<file path="src/rtl/riscv_pkg.sv">
// Shared core types: datapath width, reset vector, fetch bundle.
// Imported by fetch-side and future store-buffer logic.
package riscv_pkg;
  localparam int XLEN = 32;
  localparam logic [XLEN-1:0] RESET_PC_DEF = '0;

  typedef struct packed {
    logic [XLEN-1:0] pc;
    logic [XLEN-1:0] instr;
  } fetch_entry_t;
endpackage

</file>
<file path="src/rtl/fetch_buffer_if.sv">
// Fetch buffer bus: imem address/data, redirect, decode handshake.
// master = fetch_buffer side, slave = memory/decode side.
interface fetch_buffer_if #(
  parameter int XLEN  = 32,
  parameter int DEPTH = 4
);
  localparam int CW = $clog2(DEPTH) + 1;

  logic [XLEN-1:0] imem_addr;
  logic [XLEN-1:0] imem_rdata;
  logic            redirect_valid;
  logic [XLEN-1:0] redirect_pc;
  logic            out_valid;
  logic            out_ready;
  logic [XLEN-1:0] out_pc;
  logic [XLEN-1:0] out_instr;
  logic [XLEN-1:0] out_pc_plus4;
  logic [CW-1:0]   occupancy;

  modport master (
    output imem_addr,
    input  imem_rdata,
    input  redirect_valid,
    input  redirect_pc,
    output out_valid,
    input  out_ready,
    output out_pc,
    output out_instr,
    output out_pc_plus4,
    output occupancy
  );

  modport slave (
    input  imem_addr,
    output imem_rdata,
    output redirect_valid,
    output redirect_pc,
    input  out_valid,
    output out_ready,
    input  out_pc,
    input  out_instr,
    input  out_pc_plus4,
    input  occupancy
  );
endinterface

</file>
<file path="src/rtl/fetch_buffer_sync_fifo.sv">
// Generic in-order FIFO with flush; caller never pushes when
// full without popping, nor pops when empty.
module sync_fifo #(
  parameter type T     = logic [63:0],
  parameter int  DEPTH = 4
) (
  input  logic                       clk,
  input  logic                       i_rst_n,
  input  logic                       i_push,
  input  logic                       i_pop,
  input  logic                       i_flush,
  input  T                           i_data,
  output T                           o_data,
  output logic [$clog2(DEPTH):0]     o_count,
  output logic                       o_empty,
  output logic                       o_full
);
  localparam int AW = $clog2(DEPTH);
  localparam int CW = AW + 1;

  T                r_mem [DEPTH];
  logic [AW-1:0]   r_wptr;
  logic [AW-1:0]   r_rptr;
  logic [CW-1:0]   r_count;

  always_ff @(posedge clk or negedge i_rst_n) begin
    if (!i_rst_n) begin
      r_wptr  <= '0;
      r_rptr  <= '0;
      r_count <= '0;
    end else if (i_flush) begin
      r_wptr  <= '0;
      r_rptr  <= '0;
      r_count <= '0;
    end else begin
      if (i_push) r_wptr <= r_wptr + AW'(1);
      if (i_pop)  r_rptr <= r_rptr + AW'(1);
      r_count <= r_count + CW'(i_push)
                         - CW'(i_pop);
    end
  end

  // Storage needs no reset; count gates visibility.
  always_ff @(posedge clk) begin
    if (i_push && !i_flush)
      r_mem[r_wptr] <= i_data;
  end

  assign o_data  = r_mem[r_rptr];
  assign o_count = r_count;
  assign o_empty = (r_count == '0);
  assign o_full  = (r_count == CW'(DEPTH));
endmodule

</file>
<file path="src/rtl/fetch_buffer.sv">
// Fetch front end: owns fetch PC, buffers {pc,instr} for decode,
// flushes and restarts on redirect.
module fetch_buffer
  import riscv_pkg::*;
#(
  parameter int              DEPTH    = 4,
  parameter logic [XLEN-1:0] RESET_PC = RESET_PC_DEF
) (
  input logic            clk,
  input logic            reset,
  fetch_buffer_if.master fb
);
  localparam int CW = $clog2(DEPTH) + 1;

  logic [XLEN-1:0] r_pc;
  logic            w_pop;
  logic            w_push;
  logic            w_empty;
  logic            w_full;
  logic [CW-1:0]   w_count;
  fetch_entry_t    w_wdata;
  fetch_entry_t    w_head;

  assign w_pop  = !w_empty && fb.out_ready;
  assign w_push = !fb.redirect_valid
               && (!w_full || w_pop);

  always_ff @(posedge clk or negedge reset) begin
    if (!reset)
      r_pc <= RESET_PC;
    else if (fb.redirect_valid)
      r_pc <= {fb.redirect_pc[XLEN-1:2], 2'b00};
    else if (w_push)
      r_pc <= r_pc + XLEN'(4);
  end

  assign w_wdata.pc    = r_pc;
  assign w_wdata.instr = fb.imem_rdata;

  sync_fifo #(
    .T     (fetch_entry_t),
    .DEPTH (DEPTH)
  ) u_fifo (
    .clk     (clk),
    .i_rst_n (reset),
    .i_push  (w_push),
    .i_pop   (w_pop),
    .i_flush (fb.redirect_valid),
    .i_data  (w_wdata),
    .o_data  (w_head),
    .o_count (w_count),
    .o_empty (w_empty),
    .o_full  (w_full)
  );

  assign fb.imem_addr    = r_pc;
  assign fb.out_valid    = !w_empty;
  assign fb.out_pc       = w_head.pc;
  assign fb.out_instr    = w_head.instr;
  assign fb.out_pc_plus4 = w_head.pc + XLEN'(4);
  assign fb.occupancy    = w_count;
endmodule

</file>
<file path="src/flat_wrapper.sv">
// flat-port wrapper written by rule: the top's interface ports become plain ports
module fetch_buffer_flat import riscv_pkg::*;
#(
  parameter int              DEPTH    = 4,
  parameter logic [XLEN-1:0] RESET_PC = RESET_PC_DEF
)
  (clk, reset, fb_imem_addr, fb_imem_rdata, fb_redirect_valid, fb_redirect_pc, fb_out_valid, fb_out_ready, fb_out_pc, fb_out_instr, fb_out_pc_plus4, fb_occupancy);
  fetch_buffer_if #(.XLEN(32), .DEPTH(DEPTH)) fb_i ();
  input logic clk;
  input logic reset;
  output wire logic [$bits(fb_i.imem_addr)-1:0] fb_imem_addr;
  input wire logic [$bits(fb_i.imem_rdata)-1:0] fb_imem_rdata;
  input wire logic [$bits(fb_i.redirect_valid)-1:0] fb_redirect_valid;
  input wire logic [$bits(fb_i.redirect_pc)-1:0] fb_redirect_pc;
  output wire logic [$bits(fb_i.out_valid)-1:0] fb_out_valid;
  input wire logic [$bits(fb_i.out_ready)-1:0] fb_out_ready;
  output wire logic [$bits(fb_i.out_pc)-1:0] fb_out_pc;
  output wire logic [$bits(fb_i.out_instr)-1:0] fb_out_instr;
  output wire logic [$bits(fb_i.out_pc_plus4)-1:0] fb_out_pc_plus4;
  output wire logic [$bits(fb_i.occupancy)-1:0] fb_occupancy;
  assign fb_imem_addr = fb_i.imem_addr;
  assign fb_i.imem_rdata = fb_imem_rdata;
  assign fb_i.redirect_valid = fb_redirect_valid;
  assign fb_i.redirect_pc = fb_redirect_pc;
  assign fb_out_valid = fb_i.out_valid;
  assign fb_i.out_ready = fb_out_ready;
  assign fb_out_pc = fb_i.out_pc;
  assign fb_out_instr = fb_i.out_instr;
  assign fb_out_pc_plus4 = fb_i.out_pc_plus4;
  assign fb_occupancy = fb_i.occupancy;
  fetch_buffer #(.DEPTH(DEPTH), .RESET_PC(RESET_PC)) u_core (.clk(clk), .reset(reset), .fb(fb_i));
endmodule
</file>
<file path="config.mk">
export PLATFORM = sky130hd
export DESIGN_NAME = fetch_buffer_flat
export DESIGN_NICKNAME = d
export VERILOG_FILES = /design/src/rtl/riscv_pkg.sv /design/src/rtl/fetch_buffer_if.sv /design/src/rtl/fetch_buffer_sync_fifo.sv /design/src/rtl/fetch_buffer.sv /design/src/flat_wrapper.sv
export SDC_FILE = /design/constraint.sdc
export NUM_CORES = 1
export LEC_CHECK = 0
export CAP_MARGIN = 25
export CELL_PAD_IN_SITES_DETAIL_PLACEMENT = 1
export CELL_PAD_IN_SITES_GLOBAL_PLACEMENT = 2
export CORE_ASPECT_RATIO = 1.75
export CORE_MARGIN = 1
export CORE_UTILIZATION = 35
export CTS_BUF_LIST = sky130_fd_sc_hd__clkbuf_16
export DETAILED_ROUTE_END_ITERATION = 10
export PLACE_DENSITY = 0.82
export SYNTH_ARGS = -nofsm -noshare
export SYNTH_HDL_FRONTEND = slang
export SYNTH_HIERARCHICAL = 1
export SYNTH_SLANG_ARGS = --single-unit
</file>
<file path="constraint.sdc">
create_clock -name clk -period 3.1 [get_ports clk]
set_clock_uncertainty 0.15 [all_clocks]
set_input_delay 0.62 -clock clk [delete_from_list [all_inputs] [get_ports clk]]
set_output_delay 0.62 -clock clk [all_outputs]
set_load 0.02 [all_outputs]
</file>
Word level (Yosys, flattened, before mapping). Memories as Yosys holds them, arrays and structs flattened. Index checks and enable logic that the tools add are counted. Widths: inputs -> output; s select.

Input bits: 68. RAM bits: 256. Word-level logic and storage cells: 31. Flip-flop bits (word level): 39. Memories kept: 1. Output and inout port bits: 132.

Memories: u_core.u_fifo.r_mem (words 4, width 64, read ports 1, clocked after memory_dff 0, wr ports 1, line fetch_buffer_sync_fifo.sv:21) `T r_mem [DEPTH];`.

Equality and inequality tests: 1. Mux-type cells: 9. Reduce and logical (&&, ||, !) cells: 10. $add $sub $neg: 6.

Operators by type and width (count): $add 32x3->32 const B (2); $mux 32 (2); $mux 2 (4); $add 2x1->2 const B (2); $reduce_bool 2->1 (2); $add 3x1->3 (1); $eq 3x3->1 const B (1); $logic_and 1x1->1 (3); $logic_not 1->1 (3); $logic_not 3->1 (1); $mux 3 (1); $sub 3x1->3 (1); $mux 1 (2); $logic_or 1x1->1 (1).

Logic depth before layout (Yosys ltp).
Word-level depth: 8. Gate-level depth with buffers: 11. Gate-level depth less buffers: 10.

Modules after synthesis. Netlist, hierarchy kept.

By module, submodules not included: sync_fifo (area each 9700.6 sq um, cells each 374, times used 1); fetch_buffer (area each 2397.3 sq um, cells each 293, times used 1).

Worst setup path after synthesis. OpenSTA, ideal clock, no wires.

Path kind: register to register. Start: register u_core.u_fifo.r_count[1] (netlist: u_core/u_fifo/o_count[1]). End: memory u_core/u_fifo/r_mem[0][0] (netlist name) (enable). Stages on the path, launching flop included: 7. Required time: 2.521 ns. Setup time: 0.429 ns. Path buffers: 1. Arrival time: 2.966 ns. Clock period less this slack: 3.545 ns. Path slack: -0.445 ns. Cells stage by stage: dfrtp_1 > nor3_1 > nand2b_1 > buf_2 > a21oi_1 > nor2b_1 > and2_1.

Word-level cells in the longest chain between the ends: 8. Elaborated cells between the ends (all ways): 10. Classes of those cells: eq/ne (1); mux (2); reduce/logical (7).

Ends and longest elaborated chain: start: declaration (line fetch_buffer_sync_fifo.sv:24) `logic [CW-1:0] r_count;`; start signal: assignment (line fetch_buffer_sync_fifo.sv:38) `r_count <= r_count + CW'(i_push)`; $logic_not 3->1 (line fetch_buffer_sync_fifo.sv:51) `assign o_empty = (r_count == '0);`; named net u_core.w_empty (line fetch_buffer.sv:18) `logic w_empty;`; $logic_not 1->1 (line fetch_buffer.sv:24) `assign w_pop = !w_empty && fb.out_ready;`; $logic_and 1x1->1 (line fetch_buffer.sv:24); $logic_or 1x1->1 (line fetch_buffer.sv:26) `&& (!w_full || w_pop);`; $logic_and 1x1->1 (line fetch_buffer.sv:26); named net u_core.w_push (line fetch_buffer.sv:17) `logic w_push;`; $logic_and 1x1->1 (line fetch_buffer_sync_fifo.sv:45) `if (i_push && !i_flush)`; $mux 1 (line fetch_buffer_sync_fifo.sv:45); $mux 1 (implied by the code) (line fetch_buffer_sync_fifo.sv:46) `r_mem[r_wptr] <= i_data;`; end: declaration (line fetch_buffer_sync_fifo.sv:21).

The timed path passes the listed nets, and every way through them passes these cells.

Final worst setup path.
Start: register u_core.u_fifo.r_rptr[0]. End: output fb_out_pc_plus4[23].

Word-level cells in the longest chain between the ends: 2.

Ends and longest elaborated chain: start: declaration (line fetch_buffer_sync_fifo.sv:23) `logic [AW-1:0] r_rptr;`; start signal: assignment (line fetch_buffer_sync_fifo.sv:37) `if (i_pop) r_rptr <= r_rptr + AW'(1);`; $mem_v2 4x64; $add 32x3->32 (line fetch_buffer.sv:60) `assign fb.out_pc_plus4 = w_head.pc + XLEN'(4);`; end: declaration (line flat_wrapper.sv:19) `output wire logic [$bits(fb_i.out_pc_plus4)-1:0] fb_out_pc_plus4;`.

Every way passes these cells.

==> impl_metrics.ini <==
[clock_network]
root_buffer = clkbuf_16
numCtsBuffers = 26
clk_transition_reported_paths_ns = 0.06
clkLatencyLatePin_ns = 0.54
clock_path_buffers = 3
htreeDepth = 1
clock_sinks = 293
tritoncts = done

[power_and_ir_drop]
power.static_leakage_nw = 5.84
ir_drop_mv = 0.386
total_power_w = 0.0126
power-per-cell-area_nw_per_um2 = 766

[routing]
drt-total-wl_um = 32200
post_dr_wirelength_cell_um = 22.2
drc = 0
initialDrtViolationCount = 354
postRouteAntennaNets = 0
first_pass_iters = 6
vias_per_cell = 5.07
num_vias = 7343

[synth]
seq_total_area_yosys_pct = 71.2
total_standard_cell_area_after_synthesis_um2 = 12100
synthMuxAreaShare_pct = 12.1
synth-compound-area-share_pct = 3.55
ys_top_cells_by_area = edfxtp_1, mux4_2, dfrtp_1
post-synth-top-count-cell = edfxtp_1
synth_enable_flop_cells = 256
ys_top_cells_by_count = edfxtp_1, mux4_2, dfrtp_1
post_synth_cell_types = 46
synth_simple_gate_area_share_pct = 6.73
post_synth_fa_ha_maj_area_fraction_pct = 0.993
synthDominantAreaCellType = edfxtp_1
post-synth-top-area-fraction_pct = 63.5
largest_family_of_logic_cells_by_synthesized_area = multiplexers
synth-async-reset-ratio_pct = 12.6
register_bit_count_reported_by_yosys = 293
synth_top_flop_cell = edfxtp_1
syn_inst_count = 667
synth-xor-area-share_pct = 3.01
synth_area_per_cell_um2 = 18.1
ys.warnings.count = 6

[floorplan]
pin_count = 200
std_cell_rows = 89
initial_core_util_pct = 35.7
fp.coreArea_um2 = 33900
die_area_um2 = 35300
die-height_um = 248
dieWidth_um = 143

[worst_setup_path]
crit_path_max_fanout = 6
reg_to_reg_endpoint = u_core/fb.imem_addr[18]$_DFFE_PN0P_
critPathArrivalTime_ns = 2.85
worstSetupEndpointType = primary output
timing.critical_path.required_ns = 2.33
worst_r2r_path_depth = 5
regToRegSetupSlack_ns = 0.59
worstReg2RegStart = u_core/fb.imem_addr[2]$_DFFE_PN0P_
critical_path.startpoint_type = register
critPathKind = reg2out

[placement]
dpl_cell_area_um2 = 15200
port_buffers = 195
place.gp.congestion = 0.755
detailedPlacementHpwl_um = 22200
place_inst = 1376

[timing]
slew_headroom_pct = 47.3
hold_viol = 0
timing.final.max_slew_violations = 0
final.setup.worst_slack_ns = -0.518
count_of_final_setup_violators = 40
grt_setup_unrepaired = yes
fin_crit_ns = 3.62
worstMarginPinSlew_ns = 0.787
max_freq_mhz = 276
fin_crit_sh_pct = 117

[status]
run_status = finished, violations left
violations = negative setup slack

[cells_and_area]
final_core_util_pct = 48.7
nets = 1049
final_layout_size_suffix_gt1_share_pct = 33.9
final_cells = 1448
final_design_area_no_fill_um2 = 16500
nFillCells = 3306
flow.area_growth_from_synthesis_pct = 36.3

[grt]
grt_antenna_before_repair = 0
via_count_of_the_first_global_routing_pass = 8066
grt_first_pass_wirelength_um = 48400
grt_max_degree = 39
global_route.overflow_total = 0
globalRouteTotalUtil_pct = 18.5

[worst_hold_path]
min-delay-start = u_core/u_fifo/r_wptr[1]$_DFFE_PN0P_
holdPathEnd = u_core/u_fifo/r_wptr[1]$_DFFE_PN0P_
min_path_cells = 2
hold_path.class = reg2reg

[flow_run]
max-cap-violations = 0
## where the power goes
part / switching (W) / leakage (nW) / internal, W
Clock: 0.00141 / 0.460 / 0.00198
Combinational: 0.00229 / 2.63 / 0.00213
Sequential: 0.000208 / 2.76 / 0.00461
## flip-flops by register name, summed over array words and instances, names as in the netlist
| name | flops |
|---|---|
| u_core/fb.imem_addr | 30 |
| u_core/u_fifo/o_count | 3 |
| u_core/u_fifo/r_mem | 256 |
| u_core/u_fifo/r_rptr | 2 |
| u_core/u_fifo/r_wptr | 2 |
## layout make-up
cell class / instances / area [um^2] / area share, %
flip-flops and latches: 293 / 8620 / 52.3
inverters: 15 / 56.3 / 0.341
diodes: 1 / 2.50 / 0.0152
clock buffers: 30 / 751 / 4.55
clock inverters: 18 / 159 / 0.963
repair buffers: 301 / 2780 / 16.9
well taps: 455 / 569 / 3.45
multi-input cells: 335 / 3550 / 21.5
## worst max-delay path, stage by stage, from the launching register on
cell	delay (ns)
dfrtp_4	0.51
buf_12	0.15
mux4_2	0.39
buf_6	0.11
and4_4	0.25
and4_4	0.30
buf_4	0.13
nand4_1	0.12
xnor2_2	0.17
buf_6	0.15
## through the flow
step | setup WS (ns) | hold WS (ns) | TNS (ns)
after floorplan | -0.0231 | 0.174 | -0.0801
after global placement | -0.477 | 0.417 | -7.97
after detailed placement | -0.485 | 0.447 | -8.57
after CTS | -0.511 | 0.463 | -10.58
after global routing | -0.597 | 0.494 | -13.97
final | -0.518 | 0.458 | -10.40
## worst max-delay path by stage
stage / endpoint / slack, ns / cells past startpoint / startpoint
6_report: fb_out_pc_plus4[23] / -0.52 / 9 / u_core/u_fifo/r_rptr[0]$_DFFE_PN0P_
5_1_grt: fb_out_pc_plus4[29] / -0.60 / 9 / u_core/u_fifo/r_rptr[0]$_DFFE_PN0P_
4_1_cts: fb_out_pc_plus4[30] / -0.51 / 9 / u_core/u_fifo/r_rptr[0]$_DFFE_PN0P_
3_5_place_dp: fb_out_pc_plus4[20] / -0.48 / 7 / u_core/u_fifo/r_rptr[0]$_DFFE_PN0P_
3_3_place_gp: fb_out_pc_plus4[30] / -0.48 / 8 / u_core/u_fifo/r_rptr[0]$_DFFE_PN0P_
2_1_floorplan: fb_out_pc_plus4[14] / -0.02 / 9 / u_core/u_fifo/r_rptr[0]$_DFFE_PN0P_
## cell families (layout without fill, tap and decap cells)
logic type | Yosys count | after routing
buffers and inverters | 48 | 364
other | 1 | 11
multiplexers | 66 | 66
flip-flops | 293 | 293
adder cells (fa/ha/maj) | 9 | 9
AO/OA/AOI/OAI | 64 | 64
XOR/XNOR | 40 | 40
AND/OR/NAND/NOR | 146 | 146
## timing repair
item,4_1_cts,5_1_grt
setup endpoints to repair,94,64
resized for setup,348,83
endpoints found under the hold margin,21,0
buffers inserted,9,15
gates cloned,1,0
hold buffers,1,0
pin swaps,15,29
## cell usage in the layout, fill, tap and decap left out, types with 6 or more instances in the layout
| master | instances |
|---|---|
| buf_6 | 33 |
| and3_1 | 6 |
| clkdlybuf4s50_1 | 98 |
| xnor2_2 | 15 |
| inv_1 | 16 |
| conb_1 | 10 |
| nor2_1 | 23 |
| xnor2_1 | 15 |
| o21ai_0 | 15 |
| nand2_1 | 27 |
| or4_1 | 16 |
| and4_4 | 6 |
| buf_4 | 92 |
| ha_1 | 7 |
| clkinv_1 | 7 |
| buf_12 | 13 |
| dfrtp_1 | 35 |
| o31ai_1 | 14 |
| a31oi_1 | 18 |
| clkdlybuf4s15_1 | 12 |
| buf_2 | 20 |
| clkbuf_2 | 15 |
| clkbuf_16 | 30 |
| nand4_1 | 14 |
| edfxtp_1 | 256 |
| dlygate4sd2_1 | 13 |
| nand3_1 | 9 |
| mux4_2 | 64 |
| xor2_1 | 8 |
## metal layers
layer / share of wire (%) / vias up / global-route usage [%]
met5: 0 / - / 0
met4: 4.4 / 0 / 8.76
met3: 3.3 / 62 / 2.01
met2: 56 / 190 / 35.7
met1: 36 / 3800 / 19.9
li1: - / 3291 / -
Note: power is estimated with default switching activity, not from simulation.
